### src/rtl/tiny_dds_pkg.sv
// Shared definitions for the DDS waveform core: datapath widths, waveform
// mode encodings and the phase-dither LFSR constants (used only when the
// PHASE_DITHER_EN macro is defined).
package tiny_dds_pkg;

    localparam int ACC_W   = 28;
    localparam int PHASE_W = 12;
    localparam int OUT_W   = 8;

    typedef enum logic [1:0] {
        MODE_SINE   = 2'd0,
        MODE_TRI    = 2'd1,
        MODE_SQUARE = 2'd2,
        MODE_SAW    = 2'd3
    } mode_e;

    localparam logic [15:0] LFSR_SEED = 16'hACE1;
    localparam logic [15:0] LFSR_POLY = 16'hB400;

    // One step of the right-shifting Galois LFSR.
    function automatic logic [15:0] lfsr_step(input logic [15:0] s);
        return (s >> 1) ^ (s[0] ? LFSR_POLY : 16'h0000);
    endfunction

    // The shaped waveform is symmetric, so -128 is folded onto -127.
    function automatic logic signed [7:0] clamp_neg127(input logic signed [7:0] v);
        return (v == 8'sh80) ? -8'sd127 : v;
    endfunction

endpackage

### src/rtl/dds_sine_quarter_lut.sv
// Quarter-wave sine magnitude ROM: mag = round(127*sin((i+0.5)*pi/128)).
// The half-LSB phase offset makes the mirrored quadrants line up exactly.
module dds_sine_quarter_lut (
    input  logic [5:0] addr_i,
    output logic [6:0] mag_o
);

    // Constant table decoded combinationally.
    // NOTE: a ROM has no state, so there is nothing to reset here.
    always_comb begin
        mag_o = 7'd0;
        case (addr_i)
            6'd0:  mag_o = 7'd2;   6'd1:  mag_o = 7'd5;   6'd2:  mag_o = 7'd8;   6'd3:  mag_o = 7'd11;
            6'd4:  mag_o = 7'd14;  6'd5:  mag_o = 7'd17;  6'd6:  mag_o = 7'd20;  6'd7:  mag_o = 7'd23;
            6'd8:  mag_o = 7'd26;  6'd9:  mag_o = 7'd29;  6'd10: mag_o = 7'd32;  6'd11: mag_o = 7'd35;
            6'd12: mag_o = 7'd38;  6'd13: mag_o = 7'd41;  6'd14: mag_o = 7'd44;  6'd15: mag_o = 7'd47;
            6'd16: mag_o = 7'd50;  6'd17: mag_o = 7'd53;  6'd18: mag_o = 7'd56;  6'd19: mag_o = 7'd58;
            6'd20: mag_o = 7'd61;  6'd21: mag_o = 7'd64;  6'd22: mag_o = 7'd67;  6'd23: mag_o = 7'd69;
            6'd24: mag_o = 7'd72;  6'd25: mag_o = 7'd74;  6'd26: mag_o = 7'd77;  6'd27: mag_o = 7'd79;
            6'd28: mag_o = 7'd82;  6'd29: mag_o = 7'd84;  6'd30: mag_o = 7'd86;  6'd31: mag_o = 7'd89;
            6'd32: mag_o = 7'd91;  6'd33: mag_o = 7'd93;  6'd34: mag_o = 7'd95;  6'd35: mag_o = 7'd97;
            6'd36: mag_o = 7'd99;  6'd37: mag_o = 7'd101; 6'd38: mag_o = 7'd103; 6'd39: mag_o = 7'd105;
            6'd40: mag_o = 7'd106; 6'd41: mag_o = 7'd108; 6'd42: mag_o = 7'd110; 6'd43: mag_o = 7'd111;
            6'd44: mag_o = 7'd113; 6'd45: mag_o = 7'd114; 6'd46: mag_o = 7'd115; 6'd47: mag_o = 7'd117;
            6'd48: mag_o = 7'd118; 6'd49: mag_o = 7'd119; 6'd50: mag_o = 7'd120; 6'd51: mag_o = 7'd121;
            6'd52: mag_o = 7'd122; 6'd53: mag_o = 7'd123; 6'd54: mag_o = 7'd124; 6'd55: mag_o = 7'd124;
            6'd56: mag_o = 7'd125; 6'd57: mag_o = 7'd125; 6'd58: mag_o = 7'd126; 6'd59: mag_o = 7'd126;
            6'd60: mag_o = 7'd127; 6'd61: mag_o = 7'd127; 6'd62: mag_o = 7'd127; 6'd63: mag_o = 7'd127;
            default: mag_o = 7'd0;
        endcase
    end

endmodule

### src/rtl/dds_waveform_core.sv
// DDS waveform core: phase accumulator -> phase offset -> waveform shaping
// -> gain -> DC offset with saturation, producing an unsigned 8-bit DAC code.
// One pipeline register per stage, 4 clocks from accumulator to output.
// Define PHASE_DITHER_EN to add LFSR dither below the truncated phase bits.
module dds_waveform_core
    import tiny_dds_pkg::*;
(
    input  logic               clk,
    input  logic               rst,
    input  logic               enable,
    input  logic               phase_clear,
    input  logic               fsel,
    input  logic               psel,
    input  logic [ACC_W-1:0]   freq0,
    input  logic [ACC_W-1:0]   freq1,
    input  logic [PHASE_W-1:0] phase0,
    input  logic [PHASE_W-1:0] phase1,
    input  logic [1:0]         mode,
    input  logic [7:0]         gain,
    input  logic [7:0]         offset,
    output logic [OUT_W-1:0]   sample_out,
    output logic               sample_valid
);

    logic [ACC_W-1:0]   acc_q,    acc_d;
    logic [PHASE_W-1:0] phase_q,  phase_d;
    logic signed [7:0]  wave_q,   wave_d;
    logic signed [7:0]  scaled_q, scaled_d;
    logic [OUT_W-1:0]   sample_q, sample_d;
    logic [3:0]         valid_q,  valid_d;

    logic [PHASE_W-1:0] phase_src;
    logic [5:0]         lut_addr;
    logic [6:0]         lut_mag;
    logic signed [7:0]  sine_mag;
    logic [7:0]         tri_t;
    logic signed [15:0] product;
    logic signed [9:0]  sum;

    // S0: accumulator next state; clear beats enable, wrap is modulo 2^ACC_W.
    // NOTE: every always_comb output gets a default first so no latch is inferred.
    always_comb begin
        acc_d = acc_q;
        if (phase_clear) begin
            acc_d = '0;
        end else if (enable) begin
            acc_d = acc_q + (fsel ? freq1 : freq0);
        end
    end

`ifdef PHASE_DITHER_EN
    logic [15:0] lfsr_q;

    // Free-running dither source, restarted from the seed on reset.
    always_ff @(posedge clk) begin
        if (rst) lfsr_q <= LFSR_SEED;
        else     lfsr_q <= lfsr_step(lfsr_q);
    end

    assign phase_src = PHASE_W'((acc_q + {{(ACC_W-16){1'b0}}, lfsr_q}) >> (ACC_W - PHASE_W));
`else
    assign phase_src = acc_q[ACC_W-1 -: PHASE_W];
`endif

    // S1: truncated phase plus the selected phase offset, modulo 2^PHASE_W.
    assign phase_d = phase_src + (psel ? phase1 : phase0);

    // S2: quarter-wave sine lookup, mirrored in odd quadrants, negated in the lower half.
    assign lut_addr = phase_q[10] ? ~phase_q[9:4] : phase_q[9:4];
    assign sine_mag = signed'({1'b0, lut_mag});
    assign tri_t    = phase_q[11] ? ~phase_q[10:3] : phase_q[10:3];

    dds_sine_quarter_lut u_sine_lut (
        .addr_i (lut_addr),
        .mag_o  (lut_mag)
    );

    // S2: waveform shaping into a symmetric signed sample (-127..+127).
    always_comb begin
        wave_d = '0;
        case (mode_e'(mode))
            MODE_SINE:   wave_d = phase_q[11] ? -sine_mag : sine_mag;
            MODE_TRI:    wave_d = clamp_neg127({~tri_t[7], tri_t[6:0]});
            MODE_SQUARE: wave_d = phase_q[11] ? -8'sd127 : 8'sd127;
            MODE_SAW:    wave_d = clamp_neg127({~phase_q[11], phase_q[10:4]});
            default:     wave_d = '0;
        endcase
    end

    // S3: amplitude scale; arithmetic shift floors negative products.
    assign product  = 16'(wave_q) * 16'($signed({1'b0, gain}));
    assign scaled_d = 8'(product >>> 8);

    // S4: DC offset, midscale shift and saturation to the unsigned DAC range.
    assign sum      = 10'(scaled_q) + 10'($signed(offset)) + 10'sd128;
    assign sample_d = sum[9] ? 8'd0 : (sum[8] ? 8'd255 : sum[7:0]);

    // Valid marker travels alongside the first post-reset data.
    assign valid_d  = {valid_q[2:0], 1'b1};

    // Pipeline registers with synchronous reset; the output idles at midscale.
    // NOTE: sequential state uses non-blocking assignments so all stages update together.
    always_ff @(posedge clk) begin
        if (rst) begin
            acc_q    <= '0;
            phase_q  <= '0;
            wave_q   <= '0;
            scaled_q <= '0;
            sample_q <= 8'd128;
            valid_q  <= '0;
        end else begin
            acc_q    <= acc_d;
            phase_q  <= phase_d;
            wave_q   <= wave_d;
            scaled_q <= scaled_d;
            sample_q <= sample_d;
            valid_q  <= valid_d;
        end
    end

    assign sample_out   = sample_q;
    assign sample_valid = valid_q[3];

endmodule
### config.mk
export PLATFORM = sky130hd
export DESIGN_NAME = dds_waveform_core
export DESIGN_NICKNAME = d
export VERILOG_FILES = /design/src/rtl/tiny_dds_pkg.sv /design/src/rtl/dds_sine_quarter_lut.sv /design/src/rtl/dds_waveform_core.sv
export SDC_FILE = /design/constraint.sdc
export NUM_CORES = 1
export LEC_CHECK = 0
export BUFFER_PORTS_ARGS = -buffer_cell sky130_fd_sc_hd__buf_4
export CORE_MARGIN = 10
export CORE_UTILIZATION = 55
export DETAILED_ROUTE_END_ITERATION = 6
export PLACE_DENSITY = 0.87
export RECOVER_POWER = 25
export SLEW_MARGIN = 20
export SYNTH_ARGS = -nofsm -noshare
export SYNTH_HDL_FRONTEND = slang
export SYNTH_SLANG_ARGS = --single-unit
### constraint.sdc
create_clock -name clk -period 5.1 [get_ports clk]
set_input_delay 0.51 -clock clk [delete_from_list [all_inputs] [get_ports clk]]
set_output_delay 0.51 -clock clk [all_outputs]
set_load 0.005 [all_outputs]
; ---- Word-level counts from Yosys, hierarchy flattened
; Memory sizes are Yosys's and may differ from the RTL's.
; Index checks and enable logic that the tools add are counted.
[classes]
bitwise_logic = 4
n_mux = 12
multipliers = 1
n_reduce_logical = 3
n_eq_ne = 5
add_sub_neg = 5
[ops]
columns = op, n
row1 = two-way mux 8 bit, 7
row2 = case mux 8 bit (4 select lines), 1
row3 = adder 28 bit, 1
row4 = two-way mux 28 bit, 1
row5 = equality test 8 bit (second input constant), 2
row6 = multiplier 8 x 9 -> 16 bit, 1
row7 = adder 12 bit, 1
row8 = two-way mux 12 bit, 1
row9 = adder 9 x 9 -> 10 bit (second input constant), 1
row10 = adder 8 x 8 -> 9 bit, 1
row11 = negation 7 -> 8 bit, 1
row12 = inverter 8 bit, 1
row13 = two-way mux 6 bit, 1
row14 = inverter 6 bit, 1
row15 = equality test 2 bit (second input constant), 2
row16 = OR reduction 2 bit, 2
row17 = equality test 2 x 1 -> 1 bit (second input constant), 1
row18 = zero test 2 bit, 1
row19 = inverter 1 bit, 2
row20 = two-way mux 1 bit, 1
[totals]
regBits = 68
mem_count = 1
input_bits = 104
mem_bits_ro = 448
word_cells = 39
[mem_list]
columns = name, depth, word_bits, read_ports, rd_ports_with_merged_regs, wr, line
row1 = (no name shown), 64, 7, 1, 0, 0, dds_sine_quarter_lut.sv:12  ; case (addr_i)

; ---- Longest topological paths before layout
; Gate-level depths: netlist of run 1.
[depth]
word_depth = 6
mapped_depth = 17

; ---- Modules after synthesis
; From an unflattened synthesis of run 1, not the netlist that was laid out.
[unflattened]
hier_cells = 872
area_unflattened_um2 = 7531.0
[by_module_without_submodules]
columns = mod, area_each_um2, instances, seq_area_each_um2, cells_per_inst
row1 = dds_waveform_core, 6947.9, 1, 1301.2, 791
row2 = dds_sine_quarter_lut, 583.1, 1, 0.0, 81

; ---- Worst setup path after synthesis of run 1
; Ideal clock, no wire load.
[synth_path]
path_kind = in2reg
from = in gain[3]
to = reg scaled_q[7]
required_time_ns = 4.972
cell_stages = 15
t_arrival_ns = 4.230
slack_ns = 0.742
cell_sequence = and2_1 -> fa_1 -> fa_1 -> fa_1 -> inv_1 -> fa_1 -> inv_1 -> ha_1 -> a21o_1 -> a21o_1 -> a2111oi_0 -> o31ai_1 -> a21oi_1 -> xnor2_1 -> nor2_1
[synth_via]
elab_chain_len = 1
[synth_rtl]
columns = item, line
row1 = "start, declared", dds_waveform_core.sv:19  ; input logic [7:0] gain,
row2 = multiplier 8 x 9 -> 16 bit, dds_waveform_core.sv:91  ; assign product = 16'(wave_q) * 16'($signed({1'b0, gain}));
row3 = "end signal, assigned", dds_waveform_core.sv:115  ; scaled_q <= scaled_d;
row4 = "end, declared", dds_waveform_core.sv:28  ; logic signed [7:0] scaled_q, scaled_d;
; No other way between the ends.
; A chain may end at the register's enable or synchronous reset.

; ---- Final worst setup path of run 1
[layout_path]
from = reg wave_q[7]
to = reg scaled_q[7]
[layout_via]
elab_chain_len = 1
[layout_rtl]
columns = item, line
row1 = "start, declared", dds_waveform_core.sv:27  ; logic signed [7:0] wave_q, wave_d;
row2 = "start signal, assigned", dds_waveform_core.sv:114  ; wave_q <= wave_d;
row3 = multiplier 8 x 9 -> 16 bit, dds_waveform_core.sv:91
; No other way between the ends.

==> flow_metrics.py, run 1 <==
metrics = {
    "critical_path": {
        "r2r-start": "wave_q[7]",
        "cp-end-kind": "flip-flop",
        "path_class": "reg2reg",
        "r2r_slack_ns": 0.35,
        "critPathSlowestCell": "fa_1",
        "crit_end": "scaled_q[7]",
        "slowest_delay_ns": 0.55,
        "path_common_cell": "fa_1",
        "worstPathRequired_ns": 5.33,
        "reg2reg_to": "scaled_q[7]",
        "cp_cell_sequence": "inv_1 > nor2_1 > fa_1 > fa_1 > fa_1 > inv_1 > fa_1 > inv_1 > ha_1 > a21o_1 > a21o_1 > a2111oi_1 > o31ai_1 > a21oi_1 > xnor2_1 > nor2_1",
        "start_kind": "flip-flop",
        "critPathArrivalTime_ns": 4.97,
        "critPathLaunch": "wave_q[7]",
        "rr_worst_depth": 16,
        "crit_path_max_fanout": 7,
    },
    "layout": {
        "area_growth_syn_to_layout_pct": 13.69,
        "finalNetCount": 1352,
        "diodes": 0,
        "layout-drive-gt1-share_pct": 16.92,
        "stdcell_count": 1305,
    },
    "sta": {
        "whs_ns": 0.4422,
        "drv_slew": 30,
        "worst_pin_slew_ns": 1.563,
        "finalSetupViolCount": 0,
        "finalSetupTns_ns": 0,
        "finalHoldViolations": 0,
        "rsz0062_at_grt": "no",
        "fin_ws_ns": 0.3505,
        "period_needed_ns": 4.750,
        "fmax_mhz": 210.5,
        "timing.final.crit_share_pct": 93.13,
        "slew-limit-headroom_pct": -4.174,
        "skew_ns": 0.008206,
    },
    "placed_design": {
        "place.gp.congestion": 0.9296,
        "port-buffer-count": 112,
        "dp_hpwl_um": 17020,
        "dp_slack_ns": 0.1663,
        "placed_cells_incl_taps": 1289,
    },
    "floorplan": {
        "die-area_sq_um": 20760,
        "die-height_um": 144.1,
        "die_w_um": 144.1,
        "boundaryPins": 113,
        "initial_core_util_pct": 55.92,
        "core_area_sq_um": 15150,
        "std_cell_rows": 45,
    },
    "power_and_ir_drop": {
        "ir_drop_mv": 0.1431,
        "p_sw_share_pct": 39.97,
        "power.internal_mw": 1.720,
        "p_switching_mw": 1.145,
        "power-per-cell-area_nw_per_um2": 297.6,
        "pwr-share-comb_pct": 51.6,
        "power_mw": 2.866,
        "leakagePower_nw": 4.464,
        "clockPowerShare_pct": 25.8,
        "pwr-share-seq_pct": 22.6,
    },
    "clock_tree": {
        "root_buffer": "clkbuf_16",
        "cts_tree": "built",
        "cts_inserted_buffers": 9,
        "numClockSinks": 65,
        "post_cts_buffers": 0,
        "clk_path_buf_depth": 2,
        "ctsHoldBuffers": 0,
        "htree_levels": 3,
        "clk_latency_ns": 0.35,
        "clk_pin_slew_ns": 0.06,
    },
    "grt": {
        "grt_usage_pct": 21.10,
        "antenna_found_initial": 0,
        "first_global_vias": 7690,
        "grt_pass1_wl_um": 36320,
        "grt_max_degree": 44,
        "grt_overflow_total": 0,
    },
    "logic_synthesis": {
        "ys_async_sr_fraction_pct": 0,
        "ys_seq_area_share_pct": 15.36,
        "synth_area_sq_um": 8469,
        "avgSynthCellArea_sq_um": 8.183,
        "yosys.area.top_type": "dfxtp_1",
        "synth_top_area_share_pct": 15.36,
        "syn-num-nets": 1275,
        "synth_cells": 1035,
        "yosys_warnings": 0,
        "synth_flop_cell": "dfxtp_1",
        "synthTopCellsByArea": "dfxtp_1, ha_1, fa_1, mux2_2, a21oi_1",
        "synth_edf_count": 0,
        "synth_cell_types": 80,
        "synth-seq-cells": 65,
    },
    "min_path": {
        "hold_class": "reg2reg",
    },
    "route": {
        "first_pass_iters": 7,
        "drt_iter0_drc": 654,
        "ant_nets": 0,
        "dr_total_vias": 7870,
        "post-route-drc-count": 0,
        "routed_wl_um": 21810,
        "via_per_inst": 6.031,
        "wl_per_cell_um": 16.71,
    },
    "run": {
        "drv_cap": 1,
    },
    "run_status": {
        "violations": "max-capacitance violations, max-slew violations",
        "status": "finished with violations",
    },
}
-- metrics by stage --
step	instance area (sq um)	util, %
after floorplan	8469	-
final	9629	63.58
after global routing	9629	63.58
after CTS	9635	63.62
after global placement	9285	61.31
after detailed placement	9285	61.31
-- registers in the layout, indices dropped and copies added, names as in the netlist --
name	count
acc_q	28
sample_out	8
phase_q	9
valid_q	4
wave_q	8
scaled_q	8
-- cells by family after synthesis --
kind of cell    Yosys count  synth area share, %
mux                      64                8.288
compound gates          271                21.45
xor+xnor                 42                4.343
flops                    65                15.36
buf+inv                 127                6.884
simple gates            330                20.30
fa+ha+maj               136                23.37
-- cell usage after synthesis, drive strengths merged (27+ instances only) --
cell / count
a21oi: 81
and2: 46
buf: 27
dfxtp: 65
fa: 37
ha: 99
inv: 74
mux2: 39
nand2: 66
nor2: 77
o21ai: 45
-- power by group through the flow --
stage / Combinational (mW) / Clock [mW] / Sequential [mW]
CTS: 1.48 / 0.746 / 0.646
global placement: 1.41 / 0 / 0.654
detailed placement: 1.46 / 0 / 0.655
floorplan: 1.14 / 0 / 0.619
finish: 1.48 / 0.739 / 0.649
global route: 1.67 / 0.763 / 0.657
-- worst max-delay path, delay by kind of cell, from the launching register on --
family | cells | cell delay [ns]
buffers and inverters | 3 | 0.33
xor gates and xnor gates | 1 | 0.15
AOI/OAI and AO/OA | 5 | 1.30
adders and majority gates | 5 | 2.33
DFF | 1 | 0.34
and+or+nand+nor | 2 | 0.16
-- layer usage --
metal | routed length (um) | track usage, % | part of all wire [%]
met1 | 9121 | 25.72 | 42
met2 | 10850 | 36.63 | 50
met3 | 1315 | 3.247 | 6.0
met4 | 525 | 7.684 | 2.4
met5 | 0 | 0 | 0
-- placed cells by master (no fill, tap or decap), drive strengths merged, types with 7 or more instances in the layout --
master,n
a22oi,7
o31ai,8
a21o,15
mux2i,25
fa,37
nor2,77
nand2,66
and2,46
ha,99
a21oi,81
and3,9
o21ai,45
mux2,39
a211oi,24
buf,106
nor3b,8
nor2b,14
nand3,24
nand4,13
o22ai,9
dfxtp,65
inv,76
xnor2,25
nor3,18
nand2b,23
xor2,17
o21bai,7
o211ai,7
clkbuf,20
-- how the worst min path moves through the flow --
stage / start / end / depth (start not counted) / slack [ns]
floorplan: valid_q[0] / valid_q[1] / 1 / 0.41
global placement: valid_q[1] / valid_q[2] / 1 / 0.42
detailed placement: valid_q[1] / valid_q[2] / 1 / 0.43
CTS: valid_q[0] / valid_q[1] / 1 / 0.45
finish: valid_q[0] / valid_q[1] / 1 / 0.44
global route: valid_q[0] / valid_q[1] / 1 / 0.47
-- final cells by class --
cell class              count  area, sq um
clock buffers               9        225.2
clock inverters             7        125.1
fillers                  1267         5517
inverters                  76        285.3
multi-input cells         843         6586
flip-flops and latches     65         1301
well taps                 188        235.2
repair buffers            117        870.8
-- what timing repair did --
action | CTS | global route
gates resized for setup | 0 | 1
hold endpoints to repair | 0 | 0
endpoints found under the setup margin | 0 | 2
Note: power is estimated with default switching activity, not from simulation.
==> run 2, diff against run 1 <==
- clock period: 5.1 -> 5.3 ns (I/O delays scaled with it)
==> flow_metrics.py, run 2 (synthesis results as in run 1) <==
metrics = {
    "placed_design": {
        "place.gp.congestion": 0.9230,
        "port-buffer-count": 112,
        "dp_hpwl_um": 16790,
        "dpl_cell_area_sq_um": 9285,
    },
    "sta": {
        "finalHoldViolations": 0,
        "timing.final.crit_share_pct": 92.32,
        "finalSetupTns_ns": 0,
        "fmax_mhz": 204.4,
        "skew_ns": 0.009669,
        "rsz0062_at_grt": "no",
        "drv_slew": 39,
        "worst_pin_slew_ns": 1.764,
        "period_needed_ns": 4.893,
        "finalSetupViolCount": 0,
        "slew-limit-headroom_pct": -17.62,
    },
    "layout": {
        "seq_area_sq_um": 1301,
        "area_growth_syn_to_layout_pct": 13.12,
        "layout-drive-gt1-share_pct": 16.74,
        "top_regs": "acc_q: 28 flops, phase_q: 9 flops",
        "multi_input_area_sq_um": 6585,
        "design_area_sq_um": 9580,
        "diodes": 0,
        "fillCellCount": 1291,
        "finalNetCount": 1352,
        "largest_register_ffs": 28,
        "layout_commonest_cell": "buf_4",
        "layout_common_cells": "buf_4, ha_1, a21oi_1, nor2_1, inv_1",
        "regMostFlops": "acc_q",
    },
    "power_and_ir_drop": {
        "power-per-cell-area_nw_per_um2": 275.9,
        "ir_drop_mv": 0.1667,
        "leakagePower_nw": 4.434,
    },
    "floorplan": {
        "initial_core_util_pct": 55.92,
        "die_w_um": 144.1,
        "std_cell_rows": 45,
        "core_area_sq_um": 15150,
        "boundaryPins": 113,
        "die-area_sq_um": 20760,
        "die-height_um": 144.1,
    },
    "route": {
        "wl_per_cell_um": 16.65,
        "dr_total_vias": 7954,
        "drt_iter0_drc": 617,
        "via_per_inst": 6.095,
        "first_pass_iters": 5,
        "ant_nets": 0,
        "post-route-drc-count": 0,
        "routed_wl_um": 21730,
    },
    "run_status": {
        "violations": "max-capacitance violations, max-slew violations",
        "status": "finished with violations",
    },
    "clock_tree": {
        "clk_path_buf_depth": 2,
        "numClockSinks": 65,
        "clk_latency_ns": 0.33,
        "root_buffer": "clkbuf_16",
        "ctsHoldBuffers": 0,
        "clk_pin_slew_ns": 0.06,
        "ctsResizeCount": 0,
        "post_cts_buffers": 0,
        "cts_inserted_buffers": 9,
        "cts_tree": "built",
        "htree_levels": 3,
    },
    "critical_path": {
        "rr_worst_depth": 16,
        "critPathLaunch": "wave_q[7]",
        "start_kind": "flip-flop",
        "crit_path_max_fanout": 7,
        "critPathArrivalTime_ns": 5.05,
        "worstPathRequired_ns": 5.45,
        "path_class": "reg2reg",
        "r2r_slack_ns": 0.41,
        "r2r-start": "wave_q[7]",
        "reg2reg_to": "scaled_q[7]",
        "cp-end-kind": "flip-flop",
    },
    "min_path": {
        "min_to": "valid_q[1]",
        "min_from": "valid_q[0]",
        "hold_class": "reg2reg",
        "holdPathStages": 1,
    },
    "grt": {
        "antenna_found_initial": 0,
        "grt_overflow_total": 0,
        "grt_pass1_wl_um": 36070,
        "first_global_vias": 7745,
        "grt_usage_pct": 20.75,
        "grt_max_degree": 44,
    },
    "run": {
        "drv_cap": 1,
    },
}
run 2: layer usage:
metal / up-vias / share of wire, % / track usage, %
met1: 3688 / 42 / 25.79
met4: 0 / 2.2 / 5.266
met2: 345 / 49 / 36.36
li1: 3872 / - / -
met3: 49 / 6.3 / 3.345
met5: - / 0 / 0
run 2: critical path, cell delays in order, from the launching register on:
cell and delay (ns):
dfxtp_1 0.41, inv_1 0.18, nor2_1 0.19, fa_1 0.44, fa_1 0.54, fa_1 0.55, inv_1 0.06, fa_1 0.53
inv_1 0.04, ha_1 0.21, a21o_1 0.18, a21o_1 0.17, a2111oi_0 0.55, o31ai_1 0.25, a21oi_1 0.22, xnor2_1 0.14
nor2_1 0.05
run 2: stage by stage:
step	hold WS [ns]	util (%)	total power, mW	instances	setup slack, ns
floorplan	0.4138	-	1.692	1035	0.9223
global placement	0.4191	61.31	1.984	1289	0.5334
detailed placement	0.4279	61.31	2.024	1289	0.3419
CTS	0.4440	63.33	2.643	1305	0.4499
global route	0.4638	63.25	2.857	1305	0.1451
finish	0.4379	63.25	2.643	1305	0.4070
run 2: where the power goes:
part | total, mW | switching [mW] | internal, mW
clock | 0.609 | 0.231 | 0.377
sequential | 0.621 | 0.0664 | 0.554
combinational | 1.41 | 0.781 | 0.633
total | 2.64 | 1.08 | 1.56
run 2: how the worst max path moves through the flow:
stage,to,slack [ns]
after detailed placement,scaled_q[7],0.34
after CTS,scaled_q[7],0.45
after global routing,scaled_q[7],0.15
after global placement,scaled_q[7],0.53
after floorplan,scaled_q[7],0.92
final,scaled_q[7],0.41
run 2: layout make-up:
type                            instances  area share (%)
Clock buffer                           10           2.494
Clock inverter                          6          0.7052
Inverter                               76           2.978
Multi-Input combinational cell        843           68.73
Sequential cell                        65           13.58
Tap cell                              188           2.455
Timing Repair Buffer                  117           9.051
==> run 3, diff against run 2 <==
- GPL_TIMING_DRIVEN: default -> 0
- MAX_ROUTING_LAYER: default -> met4
==> flow_metrics.py, run 3 (synthesis results as in run 1) <==
metrics = {
    "run_status": {
        "status": "finished, final reports clean",
    },
    "placed_design": {
        "port-buffer-count": 111,
        "dpl_cell_area_sq_um": 9538,
        "place.gp.congestion": 0.9887,
        "dp_hpwl_um": 19190,
    },
    "sta": {
        "finalSetupTns_ns": 0,
        "worst_pin_slew_ns": 1.004,
        "finalHoldViolations": 0,
        "fmax_mhz": 200.5,
        "finalSetupViolCount": 0,
        "drv_slew": 0,
        "timing.final.crit_share_pct": 94.11,
        "rsz0062_at_grt": "no",
        "slew-limit-headroom_pct": 32.51,
        "skew_ns": 0.008315,
        "period_needed_ns": 4.988,
    },
    "critical_path": {
        "start_kind": "flip-flop",
        "worst-path-buf-inv": 3,
        "crit_path_max_fanout": 7,
        "slowest_delay_ns": 0.66,
        "path_class": "reg2reg",
        "rr_worst_depth": 16,
        "critPathLaunch": "wave_q[7]",
        "path_common_cell": "fa_1",
        "r2r-start": "wave_q[7]",
        "cp_cell_sequence": "inv_1 > nor2_1 > fa_1 > fa_1 > fa_1 > inv_1 > fa_1 > inv_1 > ha_1 > a21o_1 > a21o_1 > a2111oi_1 > o31ai_1 > a21oi_1 > xnor2_1 > nor2_1",
        "worstPathRequired_ns": 5.51,
        "critPathArrivalTime_ns": 5.19,
        "crit_family": "adder cells",
        "reg2reg_to": "scaled_q[7]",
        "critPathSlowestCell": "a2111oi_1",
        "r2r_slack_ns": 0.31,
        "cp-end-kind": "flip-flop",
    },
    "route": {
        "routed_wl_um": 24320,
        "dr_total_vias": 8281,
        "first_pass_iters": 5,
        "post-route-drc-count": 0,
        "via_per_inst": 6.134,
        "drt_iter0_drc": 577,
        "ant_nets": 0,
        "wl_per_cell_um": 18.01,
    },
    "layout": {
        "top_regs": "acc_q: 28 flops, phase_q: 9 flops",
        "largest_register_ffs": 28,
        "area_growth_syn_to_layout_pct": 15.79,
        "layout_commonest_cell": "buf_4",
        "diodes": 0,
        "layout-drive-gt1-share_pct": 17.90,
        "finalNetCount": 1397,
        "regMostFlops": "acc_q",
        "design_area_sq_um": 9807,
        "layout_common_cells": "buf_4, ha_1, a21oi_1, nor2_1, inv_1",
    },
    "clock_tree": {
        "htree_levels": 3,
        "clk_latency_ns": 0.35,
        "clk_path_buf_depth": 2,
        "root_buffer": "clkbuf_16",
        "cts_inserted_buffers": 9,
        "post_cts_buffers": 0,
        "numClockSinks": 65,
        "ctsHoldBuffers": 0,
        "cts_tree": "built",
        "ctsResizeCount": 0,
        "clk_pin_slew_ns": 0.05,
    },
    "min_path": {
        "min_to": "valid_q[1]",
        "hold_class": "reg2reg",
        "holdPathStages": 1,
        "min_from": "valid_q[0]",
    },
    "grt": {
        "grt_usage_pct": 24.10,
        "grt_max_degree": 13,
        "grt_pass1_wl_um": 39920,
        "grt_overflow_total": 0,
        "first_global_vias": 8234,
        "antenna_found_initial": 0,
    },
    "power_and_ir_drop": {
        "power-per-cell-area_nw_per_um2": 270.2,
        "ir_drop_mv": 0.1543,
        "leakagePower_nw": 4.556,
    },
    "floorplan": {
        "boundaryPins": 113,
        "die-height_um": 144.1,
        "die_w_um": 144.1,
        "die-area_sq_um": 20760,
        "initial_core_util_pct": 55.92,
        "core_area_sq_um": 15150,
        "std_cell_rows": 45,
    },
    "run": {
        "drv_cap": 0,
    },
}
-- run 3: final cells by class --
cell class,count,area (sq um)
inverter,76,285.3
clock inverter,7,46.29
fill,1301,5339
multi-input combinational,843,6586
sequential,65,1301
tap,188,235.2
buffer,51,297.8
timing repair buffer,111,829.5
clock buffer,9,225.2
-- run 3: worst reg2reg max path, delay by kind of cell (launching register included) --
family,cells,cell delay (ns)
adders and majority gates,5,2.25
buffers and inverters,3,0.29
AOI/OAI and AO/OA,5,1.50
xor gates and xnor gates,1,0.14
DFF,1,0.42
and+or+nand+nor,2,0.25
-- run 3: per-layer routing --
metal  part of all wire (%)  track usage (%)  vias up
met1                     42            29.73     3897
met2                     49            40.29      371
met3                    6.9            3.116       50
met5                      0                -        -
li1                       -                -     3963
met4                    2.1            7.362        0
-- run 3: worst max path at each step --
stage                        to  cells after the start
floorplan           scaled_q[7]                     15
global placement    scaled_q[7]                     16
detailed placement  scaled_q[7]                     16
CTS                 scaled_q[7]                     16
global route        scaled_q[7]                     16
finish              scaled_q[7]                     16
-- run 3: stage by stage --
step	worst slack (ns)	std cells	utilization (%)	power [mW]	hold WS, ns
finish	0.3124	1350	64.75	2.650	0.4555
global route	0.06530	1350	64.75	2.863	0.4698
CTS	0.1273	1350	64.77	2.637	0.4573
detailed placement	0.05937	1334	62.97	2.078	0.4389
global placement	0.09489	1334	62.97	2.035	0.4251
floorplan	0.9223	1035	-	1.692	0.4138
-- run 3: report_power, final --
part	internal [mW]	leakage [nW]	switching (mW)
clock	0.315	0.128	0.235
sequential	0.554	0.535	0.0498
combinational	0.654	3.89	0.842
